<file path="config.mk">
export PLATFORM = sky130hd
export DESIGN_NAME = mem_wb_stage
export DESIGN_NICKNAME = d
export VERILOG_FILES = /design/src/rtl/mem_wb_stage.sv
export SDC_FILE = /design/constraint.sdc
export NUM_CORES = 1
export LEC_CHECK = 0
export ABC_AREA = 1
export CAP_MARGIN = 5
export CORE_ASPECT_RATIO = 1.1
export CORE_MARGIN = 1
export CORE_UTILIZATION = 46
export CTS_BUF_LIST = sky130_fd_sc_hd__clkbuf_16
export DETAILED_ROUTE_END_ITERATION = 12
export MAX_ROUTING_LAYER = met4
export PLACE_DENSITY_LB_ADDON = 0.05
export SYNTH_ARGS = -nofsm -noshare
export SYNTH_HDL_FRONTEND = slang
export SYNTH_SLANG_ARGS = --single-unit
</file>
<file path="constraint.sdc">
create_clock -name clk -period 2 [get_ports clk]
set_clock_uncertainty 0.1 [all_clocks]
set_input_delay 0.6 -clock clk [delete_from_list [all_inputs] [get_ports clk]]
set_output_delay 0.6 -clock clk [all_outputs]
set_load 0.01 [all_outputs]
</file>
<file path="src/rtl/mem_wb_stage.sv">
// MEM/WB pipeline register for the 32-bit MIPS pipeline.
// Resolves the write-back source before the register, guards $zero writes,
// supports stall/flush, and counts instructions leaving the WB stage.
module mem_wb_stage #(
    parameter int unsigned NBits    = 32,
    parameter int unsigned NRegBits = 5
) (
    input  logic                clk,
    input  logic                reset,
    input  logic                Stall,
    input  logic                Flush,
    input  logic                Valid_MEM,
    input  logic                RegWrite_MEM,
    input  logic                MemtoReg_MEM,
    input  logic                Jal_MEM,
    input  logic [NRegBits-1:0] WriteRegister_MEM,
    input  logic [NBits-1:0]    ALUResult_MEM,
    input  logic [NBits-1:0]    MemoryData_MEM,
    input  logic [NBits-1:0]    PCPlus4_MEM,
    output logic                Valid_WB,
    output logic                RegWrite_WB,
    output logic [NRegBits-1:0] WriteRegister_WB,
    output logic [NBits-1:0]    WriteData_WB,
    output logic [31:0]         RetiredCount
);

    logic                valid_q,    valid_d;
    logic                regwrite_q, regwrite_d;
    logic [NRegBits-1:0] wreg_q,     wreg_d;
    logic [NBits-1:0]    wdata_q,    wdata_d;
    logic [31:0]         retired_q,  retired_d;
    logic [NBits-1:0]    wb_sel;
    logic                wr_en_mem;

    // Write-back source select: link address beats memory data beats ALU result.
    always_comb begin
        wb_sel = ALUResult_MEM;
        if (Jal_MEM) begin
            wb_sel = PCPlus4_MEM;
        end else if (MemtoReg_MEM) begin
            wb_sel = MemoryData_MEM;
        end
    end

    // Write enable only for a real instruction that does not target $zero.
    always_comb begin
        wr_en_mem = RegWrite_MEM & Valid_MEM & (WriteRegister_MEM != '0);
    end

    // Next-state for the WB slot: flush clears, stall holds, otherwise capture.
    always_comb begin
        valid_d    = valid_q;
        regwrite_d = regwrite_q;
        wreg_d     = wreg_q;
        wdata_d    = wdata_q;
        if (Flush) begin
            valid_d    = 1'b0;
            regwrite_d = 1'b0;
            wreg_d     = '0;
            wdata_d    = '0;
        end else if (!Stall) begin
            valid_d    = Valid_MEM;
            regwrite_d = wr_en_mem;
            wreg_d     = WriteRegister_MEM;
            wdata_d    = wb_sel;
        end
    end

    // Retire counter: counts the WB instruction leaving on an unstalled, unflushed edge.
    always_comb begin
        retired_d = retired_q;
        if (valid_q && !Stall && !Flush) begin
            retired_d = retired_q + 32'd1;
        end
    end

    // WB pipeline registers with asynchronous active-low reset.
    always_ff @(posedge clk or negedge reset) begin
        if (!reset) begin
            valid_q    <= 1'b0;
            regwrite_q <= 1'b0;
            wreg_q     <= '0;
            wdata_q    <= '0;
        end else begin
            valid_q    <= valid_d;
            regwrite_q <= regwrite_d;
            wreg_q     <= wreg_d;
            wdata_q    <= wdata_d;
        end
    end

    // Retired-instruction counter register; wraps silently.
    always_ff @(posedge clk or negedge reset) begin
        if (!reset) begin
            retired_q <= '0;
        end else begin
            retired_q <= retired_d;
        end
    end

    assign Valid_WB         = valid_q;
    assign RegWrite_WB      = regwrite_q;
    assign WriteRegister_WB = wreg_q;
    assign WriteData_WB     = wdata_q;
    assign RetiredCount     = retired_q;

endmodule

</file>
# Yosys cells after proc, flatten, opt, wreduce, memory -nomap -nowiden
# Cells that the tools add are included.
word_totals:
  latch_bits: 0
  rom_bits: 0
  memories: 0
  regBits: 71
  mem_bits_rw: 0
  word_cells: 24
classes:
  eq_ne: 1
  addsub: 1
  mul: 0
  n_mux: 10
  n_bitwise: 2
  n_shift: 0
  order_cmp: 0
  reduce_logical: 5
  div: 0
ops:
  columns: ["op", "n"]
  rows:
  - ["2-to-1 mux 32 bit", 4]
  - ["adder 32 x 1 -> 32 bit, second input constant", 1]
  - ["2-to-1 mux 5 bit", 2]
  - ["nonzero test 5 bit", 1]
  - ["2-to-1 mux 1 bit", 4]
  - ["AND 1 bit", 2]
  - ["logical AND 1 bit", 2]
  - ["zero test 1 bit", 2]
  - ["!= test 2 x 1 -> 1 bit, second input constant", 1]

# Depth between registers and ports, before layout
# Gate-level depths: netlist of run 1.
logic_depth:
  depth_word: 4
  depth_mapped: 9
  ltp_nobuf: 9

# Worst setup path before layout of run 1
# Ideal clock, no wire load.
synth_path:
  kind: "in2reg"
  from: "input port MemtoReg_MEM"
  to: "register wdata_q[0], in the netlist WriteData_WB[0]"
  path_slack_ns: 0.306
  arrival_time_ns: 1.471
  stages: 5
  required_ns: 1.777
  cell_sequence: "clkbuf_1 buf_4 mux2_2 o21ai_0 nand2_1"
synth_via:
  elab_chain_cells: 4
synth_lines:
  columns: ["item", "line", "text"]
  rows:
  - ["start, declared", "14", "input logic MemtoReg_MEM,"]
  - ["2-to-1 mux 32 bit", "40", "end else if (MemtoReg_MEM) begin"]
  - ["2-to-1 mux 32 bit", "38", "if (Jal_MEM) begin"]
  - ["2-to-1 mux 32 bit", "61", "end else if (!Stall) begin"]
  - ["2-to-1 mux 32 bit", "56", "if (Flush) begin"]
  - ["end signal, assigned", "88", "wdata_q <= wdata_d;"]
  - ["end, declared", "30", "logic [NBits-1:0] wdata_q, wdata_d;"]
# No other way between the ends. The select of a mux whose other input is x is not followed.
# A chain may end at the register's enable or synchronous reset.

# Final worst setup path of run 1
layout_path:
  from: "register retired_q[25], in the netlist RetiredCount[25]"
  to: "output port RetiredCount[25]"
layout_lines:
  columns: ["item", "line", "text"]
  rows:
  - ["start, declared", "31", "logic [31:0] retired_q, retired_d;"]
  - ["start signal, assigned", "97", "retired_q <= retired_d;"]
  - ["end, declared", "24", "output logic [31:0] RetiredCount"]
# No word-level cell between the ends.

==> key figures, run 1 <==
Run status
  • Status: finished clean

STA
  • Fmax: around 0.51 GHz
  • Fin. max-slew vios: 0
  • Crit path time final: 1.972 ns
  • Final worst-path cycle share: a little over nine tenths
  • Final hold vios: 0
  • Worst rel slew slack: a little under three quarters
  • Final worst slack: roughly 0.028 ns
  • Final setup fails: 0
  • Worst Hold Margin: about 0.17 ns
  • RSZ-0062 raised after global routing: no
  • Tightest Pin Transition: around 0.42 ns

Pwr
  • Peak supply drop: 494.9 µV
  • PwrDens: around 660 nW/µm²
  • Total Power: approximately 4200 µW
  • Leakage power total: ~0.0032 µW

Routing
  • Antenna viol nets, final: 0
  • Final wirelength: approximately 13000 µm
  • Vias: ~4200
  • DRC Markers: 0
  • Drt pass-1 iters: 5
  • Per-cell routed wire length: about 16 µm
  • Via density: a little over 5
  • Initial DRC Count: between 200 and 250

Floorplanning
  • Full die area: approximately 9200 µm²
  • Die width: 91.43 µm
  • Die Y: between 100 and 150 µm
  • Site Rows: 35
  • Starting Density: between 40 and 50%
  • CORE AREA: about 8500 µm²
  • # IOs: between 150 and 200

GRT
  • Vias in the first global route: between 4000 and 5000
  • Global-route wire length before repair: ~21000 µm
  • Largest net degree at the start of global routing: 72
  • Overall Global Routing Usage: a little under a third
  • Total grt overflow: 0
  • Antenna violations before repair: 0

Yosys
  • Mean Syn Cell Area: 8.077 µm²
  • Cell type with the highest aggregate area in the netlist: dfrtp_1
  • Async S/R FF share, synth: 100.0%
  • Post-synthesis sequential area ratio: between 40% and 50%
  • Count leader, synth: nand2_1
  • Cells after synthesis: between 500 and 600
  • Yosys cell types: 27
  • Post-synth EDFFs: 0
  • Primary FF master, synth: dfrtp_1
  • Synth Net Count: a little over 600
  • Top cells by count, synth: nand2_1, dfrtp_1, inv_1
  • Synth warn: 0
  • Largest cells by area after synthesis: dfrtp_1, nand2_1, nand3_1, mux2_2, inv_1
  • Flops & latches, synth: a little over 70
  • Top cell type's share of synthesized area: between 40% and 50%
  • Synth Cell Area: between 4000 and 5000 µm²

Critical path
  • Arr. time, crit path: ~1.3 ns
  • Delay-heaviest family, CP: buffers and inverters
  • Worst R2R Path Depth: 7
  • Required @ worst endpoint: ~1.3 ns
  • Slowest CP cell: clkdlybuf4s50_1
  • Setup crit end kind: output pin
  • Max incr delay on CP: 0.55 ns
  • R2r startpoint: RetiredCount[13]
  • RR Endpoint: RetiredCount[19]
  • Crit path buf inv count: 1
  • Critical Path Fanout Max: 2
  • CP Class: flip-flop to output pin
  • Worst Setup EP: RetiredCount[25]
  • Critical Path Stages: 1
  • Reg2Reg Setup Slack: 0.25 ns
  • Startpoint Class: flip-flop
  • CP cell instances: clkdlybuf4s50_1
  • Critical Path Start: RetiredCount[25]

Place
  • Pre-CTS setup slack: -0.1819 ns
  • RePlAce Congestion: 0.8244
  • Inst Count DP: approximately 800
  • Port bufs: 179
  • DP HPWL: 8919 µm

Flow run
  • Max Cap Viol: 0

Finish
  • Layout area overhead: 59.93%
  • Diode count: 0
  • Final #Nets: 806
  • Layout cell share with drive strength beyond 1: between 10% and 20%
  • Non-Filler Instances: between 800 and 900

Clocking
  • Clk Latency, worst-skew pair: about 0.34 ns
  • # hold bufs at CTS: 0
  • CTS buffer count: 9
  • CTS tree: done
  • H-tree Lvls: 3
  • Clk sinks: 71
  • Clock root buffer: clkbuf_16
  • Clock Pin Slew Worst Setup and Hold Paths: about 0.06 ns
  • Clk buf depth: 2

Worst hold path
  • Worst min-delay path category: input pin to async pin
[placed cells by master (no fill, tap or decap), types with 2 or more instances in the layout]
cell	n
buf_2	2
dlygate4sd2_1	15
buf_4	24
mux2_2	24
dfrtp_1	67
inv_2	4
nor3_1	5
clkdlybuf4s50_1	157
a21oi_1	32
inv_1	69
nor2_4	3
dfrtp_2	4
nand4_1	9
nor2_2	6
xnor2_1	14
nand2_4	2
xor2_1	8
bufinv_16	4
clkbuf_16	9
mux2_1	8
o21ai_0	34
nand3_1	63
dlymetal6s2s_1	5
nor2_1	22
buf_12	3
nand2_1	100
[area by class of cell]
type                       count  area [µm²]
sequential                    71        1782
inverter                      72       270.3
timing repair buffer         206        2016
clock buffer                   9       225.2
clock inverter                 7       136.4
tap                          111       138.9
fill                         626        1981
multi-input combinational    336        1903
[per-stage QoR]
| step | TNS, ns | instance area, µm² | utilization (%) |
|---|---|---|---|
| floorplan | 0 | 4046 | - |
| global placement | -4.359 | 6006 | 71.06 |
| detailed placement | -6.392 | 6006 | 71.06 |
| CTS | 0 | 6459 | 76.42 |
| global route | 0 | 6471 | 76.57 |
| finish | 0 | 6471 | 76.57 |
[cell families after synthesis]
logic type	after synthesis	share of synthesized area (%)
muxes	32	8.905
xor gates and xnor gates	22	4.762
adders and majority gates	1	0.3092
DFF	71	43.91
and+or+nand+nor	214	24.71
AOI/OAI and AO/OA	67	8.349
buffers and inverters	94	9.060
[worst min path at each step]
stage	endpoint	from	cells past startpoint	slack, ns
CTS	RetiredCount[4]	reset	2	0.20
global placement	RetiredCount[31]	RetiredCount[31]	2	0.38
finish	RetiredCount[4]	reset	2	0.17
global route	RetiredCount[0]	reset	2	0.21
floorplan	RegWrite_WB	reset	0	0.20
detailed placement	RetiredCount[31]	RetiredCount[31]	2	0.39
[what timing repair did]
item | in CTS | in global routing
setup buffers | 14 | 0
resized for setup | 19 | 5
setup endpoints to repair | 30 | 5
[state kept, by name (all words and copies together), names as in the netlist]
name,count
Valid_WB,1
RegWrite_WB,1
WriteData_WB,32
WriteRegister_WB,5
RetiredCount,32
[where the power goes]
part / switching (µW) / total, µW / internal, µW
Clock: 604 / 1940 / 1340
Combinational: 301 / 720 / 420
Sequential: 63.6 / 1580 / 1520
[per-layer routing]
| layer | wire length, µm | up-vias | track usage, % |
|---|---|---|---|
| met5 | 0 | - | - |
| met4 | 370 | 0 | 13.80 |
| met3 | 979 | 26 | 5.076 |
| met2 | 6716 | 170 | 53.50 |
| met1 | 4994 | 1963 | 34.23 |
| li1 | - | 2017 | - |
(Power assumes the default switching activity.)
==> inputs of run 2 (changes only) <==
Settings changed: CAP_MARGIN 5 to not set.
==> results of run 2 <==
The final DEF is identical to that of run 1; final timing and power are the same.
